### src/rtl/digit_scan_loader.sv
// Multi-digit display scanner: one character code per digit, time-multiplexed
// onto a shared character bus with active-low anodes. Each slot is split into
// pre-blank, on and post-blank phases so the bus only changes while all anodes
// are dark. New data is double-buffered and swapped in at the frame boundary.
module digit_scan_loader #(
  parameter int unsigned NUM_DIGITS = 4,
  parameter int unsigned CHAR_W     = 3,
  parameter int unsigned PRE_BLANK  = 2,
  parameter int unsigned ON_CYCLES  = 1,
  parameter int unsigned POST_BLANK = 1
) (
  input  logic                           clk,
  input  logic                           reset,
  input  logic                           load,
  input  logic [NUM_DIGITS*CHAR_W-1:0]   data_in,
  input  logic                           enable,
  input  logic [NUM_DIGITS-1:0]          blank_mask,
  output logic [NUM_DIGITS-1:0]          an,
  output logic [CHAR_W-1:0]              char,
  output logic [$clog2(NUM_DIGITS)-1:0]  digit_idx,
  output logic                           frame_done,
  output logic                           pending
);

  localparam int unsigned Slot = PRE_BLANK + ON_CYCLES + POST_BLANK;
  localparam int unsigned KW   = $clog2(Slot);
  localparam int unsigned IW   = $clog2(NUM_DIGITS);
  localparam int unsigned DW   = NUM_DIGITS * CHAR_W;

  localparam logic [KW-1:0] KLast    = KW'(Slot - 1);
  localparam logic [KW-1:0] KPreLast = KW'(PRE_BLANK - 1);
  localparam logic [KW-1:0] KOnLast  = KW'(PRE_BLANK + ON_CYCLES - 1);
  localparam logic [IW-1:0] ILast    = IW'(NUM_DIGITS - 1);

  typedef enum logic [1:0] {StPre, StOn, StPost} phase_e;

  // State registers describe the current cycle; outputs are registered from
  // the next-state values so they line up with the counters.
  phase_e          phase_q, phase_d;
  logic [KW-1:0]   k_q, k_d;
  logic [IW-1:0]   i_q, i_d;
  logic [DW-1:0]   active_q, active_d;
  logic [DW-1:0]   pend_data_q, pend_data_d;
  logic            pending_d;
  logic [NUM_DIGITS-1:0] an_d;
  logic [CHAR_W-1:0]     char_d;
  logic            frame_done_d;
  logic            frame_end;

  // Next-state: slot/digit counters, phase sequencing, load buffering, outputs.
  always_comb begin
    k_d         = k_q + 1'b1;
    i_d         = i_q;
    phase_d     = phase_q;
    active_d    = active_q;
    pend_data_d = pend_data_q;
    pending_d   = pending;
    an_d        = '1;

    frame_end = (i_q == ILast) && (k_q == KLast);

    if (k_q == KLast) begin
      k_d = '0;
      i_d = (i_q == ILast) ? '0 : i_q + 1'b1;
    end

    unique case (phase_q)
      StPre:   if (k_q == KPreLast) phase_d = StOn;
      StOn:    if (k_q == KOnLast) phase_d = (POST_BLANK == 0) ? StPre : StPost;
      StPost:  if (k_q == KLast) phase_d = StPre;
      default: phase_d = StPre;
    endcase

    if (load) pend_data_d = data_in;

    // A load in the boundary cycle bypasses the buffer and goes live directly.
    if (frame_end) begin
      if (load) begin
        active_d = data_in;
      end else if (pending) begin
        active_d = pend_data_q;
      end
      pending_d = 1'b0;
    end else if (load) begin
      pending_d = 1'b1;
    end

    if (phase_d == StOn && enable && !blank_mask[i_d]) an_d[i_d] = 1'b0;

    char_d       = active_d[i_d*CHAR_W +: CHAR_W];
    frame_done_d = (i_d == ILast) && (k_d == KLast);
  end

  // State and registered outputs; reset blanks the display immediately.
  always_ff @(posedge clk or negedge reset) begin
    if (!reset) begin
      phase_q     <= StPre;
      k_q         <= '0;
      i_q         <= '0;
      active_q    <= '0;
      pend_data_q <= '0;
      pending     <= 1'b0;
      an          <= '1;
      char        <= '0;
      frame_done  <= 1'b0;
    end else begin
      phase_q     <= phase_d;
      k_q         <= k_d;
      i_q         <= i_d;
      active_q    <= active_d;
      pend_data_q <= pend_data_d;
      pending     <= pending_d;
      an          <= an_d;
      char        <= char_d;
      frame_done  <= frame_done_d;
    end
  end

  assign digit_idx = i_q;

endmodule

### config.mk
export PLATFORM = sky130hd
export DESIGN_NAME = digit_scan_loader
export DESIGN_NICKNAME = d
export VERILOG_FILES = /design/src/rtl/digit_scan_loader.sv
export SDC_FILE = /design/constraint.sdc
export NUM_CORES = 1
export LEC_CHECK = 0
export ABC_AREA = 1
export CORE_AREA = 2 2 69 71
export CTS_BUF_LIST = sky130_fd_sc_hd__clkbuf_4 sky130_fd_sc_hd__clkbuf_8
export DETAILED_ROUTE_END_ITERATION = 6
export DIE_AREA = 0 0 71 73
export GPL_ROUTABILITY_DRIVEN = 0
export PLACE_DENSITY_LB_ADDON = 0.08
export SETUP_SLACK_MARGIN = 0.1
export SYNTH_ARGS = -nofsm -noshare
export SYNTH_HDL_FRONTEND = slang
export SYNTH_SLANG_ARGS = --single-unit
### constraint.sdc
create_clock -name clk -period 2.08 [get_ports clk]
set_clock_uncertainty 0.05 [all_clocks]
set_input_delay 0.208 -clock clk [delete_from_list [all_inputs] [get_ports clk]]
set_output_delay 0.208 -clock clk [all_outputs]
set_load 0.02 [all_outputs]
Word-level counts from Yosys, hierarchy flattened
Index checks and enable logic that the tools add are counted.
{"block": "totals", "elab_cells": 50, "reg_bits": 39, "output_inout_bits": 11}
{"block": "classes", "n_addsub": 2, "n_bitwise": 1, "mux": 17, "eq_ne": 9, "reduce_logical": 8, "order_cmp": 2, "shift": 1, "mul": 1}
{"operator": "2-to-1 mux 12 bit", "count": 3}
{"operator": "equality test 2 bit, second input constant", "count": 6}
{"operator": "2-to-1 mux 2 bit", "count": 6}
{"operator": "indexed part select 12 x 5 -> 3 bit", "count": 1}
{"operator": "equality test 2 x 1 -> 1 bit, second input constant", "count": 3}
{"operator": "one-hot mux 2 bit (3 select lines)", "count": 1}
{"operator": "logical AND 1 bit", "count": 5}
{"operator": "adder 2 x 1 -> 2 bit, second input constant", "count": 2}
{"operator": "multiplier 2 x 2 -> 4 bit, second input constant", "count": 1}
{"operator": "2-to-1 mux 1 bit", "count": 4}
{"operator": "2-to-1 mux 4 bit", "count": 1}
{"operator": "NOT 4 bit", "count": 1}
{"operator": "< comparator 2 x 3 -> 1 bit, second input constant", "count": 1}
{"operator": "binary-select mux 1 bit (select 2 bit)", "count": 1}
{"operator": "demux 1 bit (select 2 bit)", "count": 1}
{"operator": ">= comparator 2 x 1 -> 1 bit, second input constant", "count": 1}
{"operator": "zero test 2 bit", "count": 1}
{"operator": "nonzero test 2 bit", "count": 1}
{"operator": "zero test 1 bit", "count": 1}

Logic depth before layout (Yosys ltp)
{"block": "logic_depth", "ltp_word": 9, "ltp_mapped": 10, "ltp_nobuf": 8}

Worst setup path after synthesis
Ideal clock, no wire load.
{"block": "synth_timing", "kind": "register -> register", "from": "register i_q[0], in the netlist digit_idx[0]", "to": "register char[0]", "n_path_buf": 1, "t_required_ps": 1900, "t_arrival_ps": 1292, "path_slack_ps": 608, "path_stages_with_launch": 10, "setup_ps": 130, "period_less_slack_ps": 1472, "path_cell_list": "dfrtp_1 > ha_1 > nand2_4 > inv_4 > nand2_2 > buf_6 > nand2_1 > nand2_2 > nand2_1 > nand4_1"}
{"block": "synth_between", "word_cells_on_any_way": 8, "cone_classes": "add/sub (1); mul (1); eq/ne (1); shift (1); mux (3); reduce/logical (1)"}
{"item": "from (decl)", "line_no": "41", "rtl": "logic [IW-1:0] i_q, i_d;"}
{"item": "from (signal assigned)", "line_no": "109", "rtl": "i_q <= i_d;"}
{"item": "equality test 2 bit", "line_no": "60", "rtl": "frame_end = (i_q == ILast) && (k_q == KLast);"}
{"item": "logical AND 1 bit", "line_no": "60"}
{"item": "2-to-1 mux 12 bit", "line_no": "77", "rtl": "if (frame_end) begin"}
{"item": "net active_d[9]", "line_no": "42", "rtl": "logic [DW-1:0] active_q, active_d;"}
{"item": "indexed part select 12 x 5 -> 3 bit", "line_no": "90", "rtl": "char_d = active_d[i_d*CHAR_W +: CHAR_W];"}
{"item": "net char_d[0]", "line_no": "46", "rtl": "logic [CHAR_W-1:0] char_d;"}
{"item": "to (signal assigned)", "line_no": "114", "rtl": "char <= char_d;"}
{"item": "to (decl)", "line_no": "19", "rtl": "output logic [CHAR_W-1:0] char,"}
The timed path passes the listed nets, and every way through them passes these cells.
A chain may end at the register's enable or synchronous reset.

Worst setup path in the final report
{"block": "layout_timing", "from": "register k_q[0]", "to": "register char[0]"}
{"block": "layout_between", "elab_chain_len": 4, "word_cells_on_any_way": 6, "cone_classes": "mul (1); eq/ne (1); shift (1); mux (2); reduce/logical (1)"}
{"item": "from (decl)", "line_no": "40", "rtl": "logic [KW-1:0] k_q, k_d;"}
{"item": "from (signal assigned)", "line_no": "108", "rtl": "k_q <= k_d;"}
{"item": "equality test 2 bit", "line_no": "60"}
{"item": "logical AND 1 bit", "line_no": "60"}
{"item": "2-to-1 mux 12 bit", "line_no": "77"}
{"item": "net active_d[9]", "line_no": "42"}
{"item": "indexed part select 12 x 5 -> 3 bit", "line_no": "90"}
{"item": "net char_d[0]", "line_no": "46"}
The timed path passes the listed nets, and every way through them passes these cells.

==> summary.txt <==
Worst Hold Slack: -0.0221 ns
Maximum vdd drop: 0.000291 V
Detailed-route wire length: 3.40 mm
Clock latency on the worst-skew pair: 0.29 ns
Wire length of the first global-routing pass: 6.22 mm
Max Freq: 583 MHz
Compound-Gate Fraction of Synth Area: 0.00952
Grt total ovfl: 0
Maximum number of buffers from clock root to sink: 2
Minimum clock period: 1.72 ns
Arrival time at the worst endpoint: 1.82 ns
Most common cell after layout, fill and taps aside: nand2_1
Power share of the sequential group: 0.565
Global-route total usage across every layer: 0.158
Unrepaired setup endpoints after global routing: no
Die Width: 71 um
Worst R2R Start: k_q[0]
Synthesized cell area: 1710 um2
Vias in the first global route: 1332
Share of synthesized cell area in full adder, half adder and majority cells: 0.0366
Share of cells above drive strength 1: 0.114
Commonest non-fill, non-tap cells in the layout: nand2_1, dfrtp_1, clkdlybuf4s50_1, inv_1, nor2_1
Dominant combinational cell family by area after synthesis: simple AND/OR/NAND/NOR gates
Comb power frac: 0.100
Mean instance size in the synthesized netlist: 8.81 um2
Multiplexer share of the synthesized area: 0
Number of design rule violations left after detail routing: 0
Outcome: finished with violations
Setup Fix Bufs, Post-CTS: 0
Final slew viol count: 0
Slack of the worst reg-to-reg path: 0.36 ns
Setup TNS: 0 ns
Power Density: 687 nW/um2
Max Cap Violations: 0
IO buf count: 30
Area grow syn2layout: 23.5%
Initial antenna violation count: 0
Maximum number of pins on one net before global-route repair: 40
Post-route ant nets: 0
Count of boundary I/O pins: 31
Startpoint types: flop
Post-Synthesis Cells: 194
Clock tree sinks: 39
Post-detail-place hpwl: 2.54 mm
Clock buffer count from CTS: 5
Tightest Pin Transition: 0.865 ns
Clock Root Buffer: clkbuf_8
Number of antenna repair diodes: 0
Share of synthesized cell area in and, or, nand and nor gates: 0.315
Number of placement rows: 25
Clock slew at the register clock pins of the worst setup and hold paths: 0.08 ns
Core Region: 4540 um2
Crit. End Element: flop
TritonCTS clock tree: built
Slew margin rel.: 0.423
Net switching power: 0.350 mW
Final nets: 252
Total internal power: 1.10 mW
Largest fanout of any net on the critical path: 12
Number of synthesized register bits: 39
Sw Share: 0.242
Number of vias after detailed routing: 1269
Initial core utilization: 0.377
Hold Crit Class: in -> async
Crit Path Category: reg -> reg
Final setup violation count: 0
Vertical extent of the die: 73 um
Post-CTS sizing: 0
Total number of H-tree levels: 2
Post-DR vias/cell: 4.50
DRC marker count from the first detailed-route iteration: 68
Crit path required time: 2.18 ns
Placement-stage worst setup slack: 0.330 ns
Pre-Repair DR Iteration Count: 4
Synth Area in XOR/XNOR: 0
Hold buffer count at CTS: 0
Net count after synthesis: 219
Number of distinct library cells after synthesis: 21
Average wire per standard cell: 12.0 um
Capture point of the worst reg-to-reg path: char[0]
Violations in the final reports: negative hold slack
Worst setup slack after layout: 0.364 ns
Sequential share of the synthesized area: 0.574
Leakage dissipation: 1.07 nW
Cells on worst reg2reg path: 8
Area of the die: 5180 um2
Clock group share of total power: 0.335
Ratio of final minimum period to clock period: 0.825
Count of yosys warnings during synthesis: 0
Final Hold Viols: 31
==> through the flow <==
stage	power [mW]	utilization	area, um2	cells
detailed placement	0.982	0.447	2030	274
global route	1.54	0.465	2110	282
finish	1.45	0.465	2110	282
CTS	1.47	0.465	2110	282
floorplan	0.900	-	1710	194
global placement	0.979	0.447	2030	274
==> sequential cells by signal, summed over array words and instances, names as in the netlist <==
name,count
frame_done,1
active_q,12
phase_q,2
pending,1
an,4
pend_data_q,12
digit_idx,2
char,3
k_q,2
==> worst max-delay path, cell delays in order (launching register included) <==
cell     delay [ns]
dfrtp_1        0.39
ha_1           0.42
nand2_4        0.13
inv_4          0.09
nand2_2        0.15
nand2_1        0.12
nand2_2        0.06
nand2_1        0.06
nand4_1        0.11
==> layer usage <==
layer  track usage  wire [um]
met5             0          0
met4        0.0650         61
met3        0.0456        152
met2         0.252       1570
met1         0.202       1610
==> cell families (layout without fill, tap and decap cells) <==
kind of cell	Yosys count	count (layout)
fa+ha+maj	5	5
buf+inv	20	54
simple gates	128	128
compound gates	2	2
flops	39	39
==> how the worst max path moves through the flow <==
stage | startpoint | end | slack, ns | cells after the start
3_3_place_gp | load | char[0] | 0.41 | 8
6_report | k_q[0] | char[0] | 0.36 | 8
4_1_cts | k_q[0] | char[0] | 0.33 | 8
3_5_place_dp | k_q[0] | char[0] | 0.33 | 8
5_1_grt | k_q[1] | char[0] | 0.17 | 7
2_1_floorplan | digit_idx[0] | char[0] | 0.61 | 9
==> cells in the mapped netlist <==
| library cell | n | area [um2] |
|---|---|---|
| buf_4 | 1 | 7.51 |
| buf_6 | 4 | 45.0 |
| dfrtp_1 | 35 | 876 |
| dfstp_2 | 4 | 105 |
| ha_1 | 5 | 62.6 |
| inv_1 | 12 | 45.0 |
| inv_2 | 2 | 7.51 |
| inv_4 | 1 | 6.26 |
| nand2_1 | 95 | 357 |
| nand2_2 | 4 | 25.0 |
| nand2_4 | 1 | 11.3 |
| nand3_1 | 9 | 45.0 |
| nand3_2 | 1 | 10.0 |
| nand4_1 | 3 | 18.8 |
| nor2_1 | 11 | 41.3 |
| nor2_2 | 1 | 6.26 |
| nor2_4 | 1 | 11.3 |
| nor3_1 | 1 | 5.00 |
| nor3b_1 | 1 | 7.51 |
| o21a_1 | 1 | 7.51 |
| o21ai_2 | 1 | 8.76 |
==> area by class of cell <==
| type | count | area [um2] |
|---|---|---|
| clock buffer | 5 | 68.8 |
| clock inverter | 3 | 15.0 |
| fill | 453 | 2420 |
| inverter | 15 | 58.8 |
| multi-input combinational | 135 | 617 |
| sequential | 39 | 981 |
| tap | 54 | 67.6 |
| timing repair buffer | 31 | 303 |
==> power by group through the flow <==
| stage | sequential (mW) | clock, mW | combinational, mW |
|---|---|---|---|
| 3_3_place_gp | 0.832 | 0 | 0.146 |
| 5_1_grt | 0.824 | 0.548 | 0.169 |
| 6_report | 0.819 | 0.486 | 0.145 |
| 3_5_place_dp | 0.833 | 0 | 0.149 |
| 2_1_floorplan | 0.838 | 0 | 0.0618 |
| 4_1_cts | 0.819 | 0.503 | 0.149 |
(Power assumes the default switching activity.)
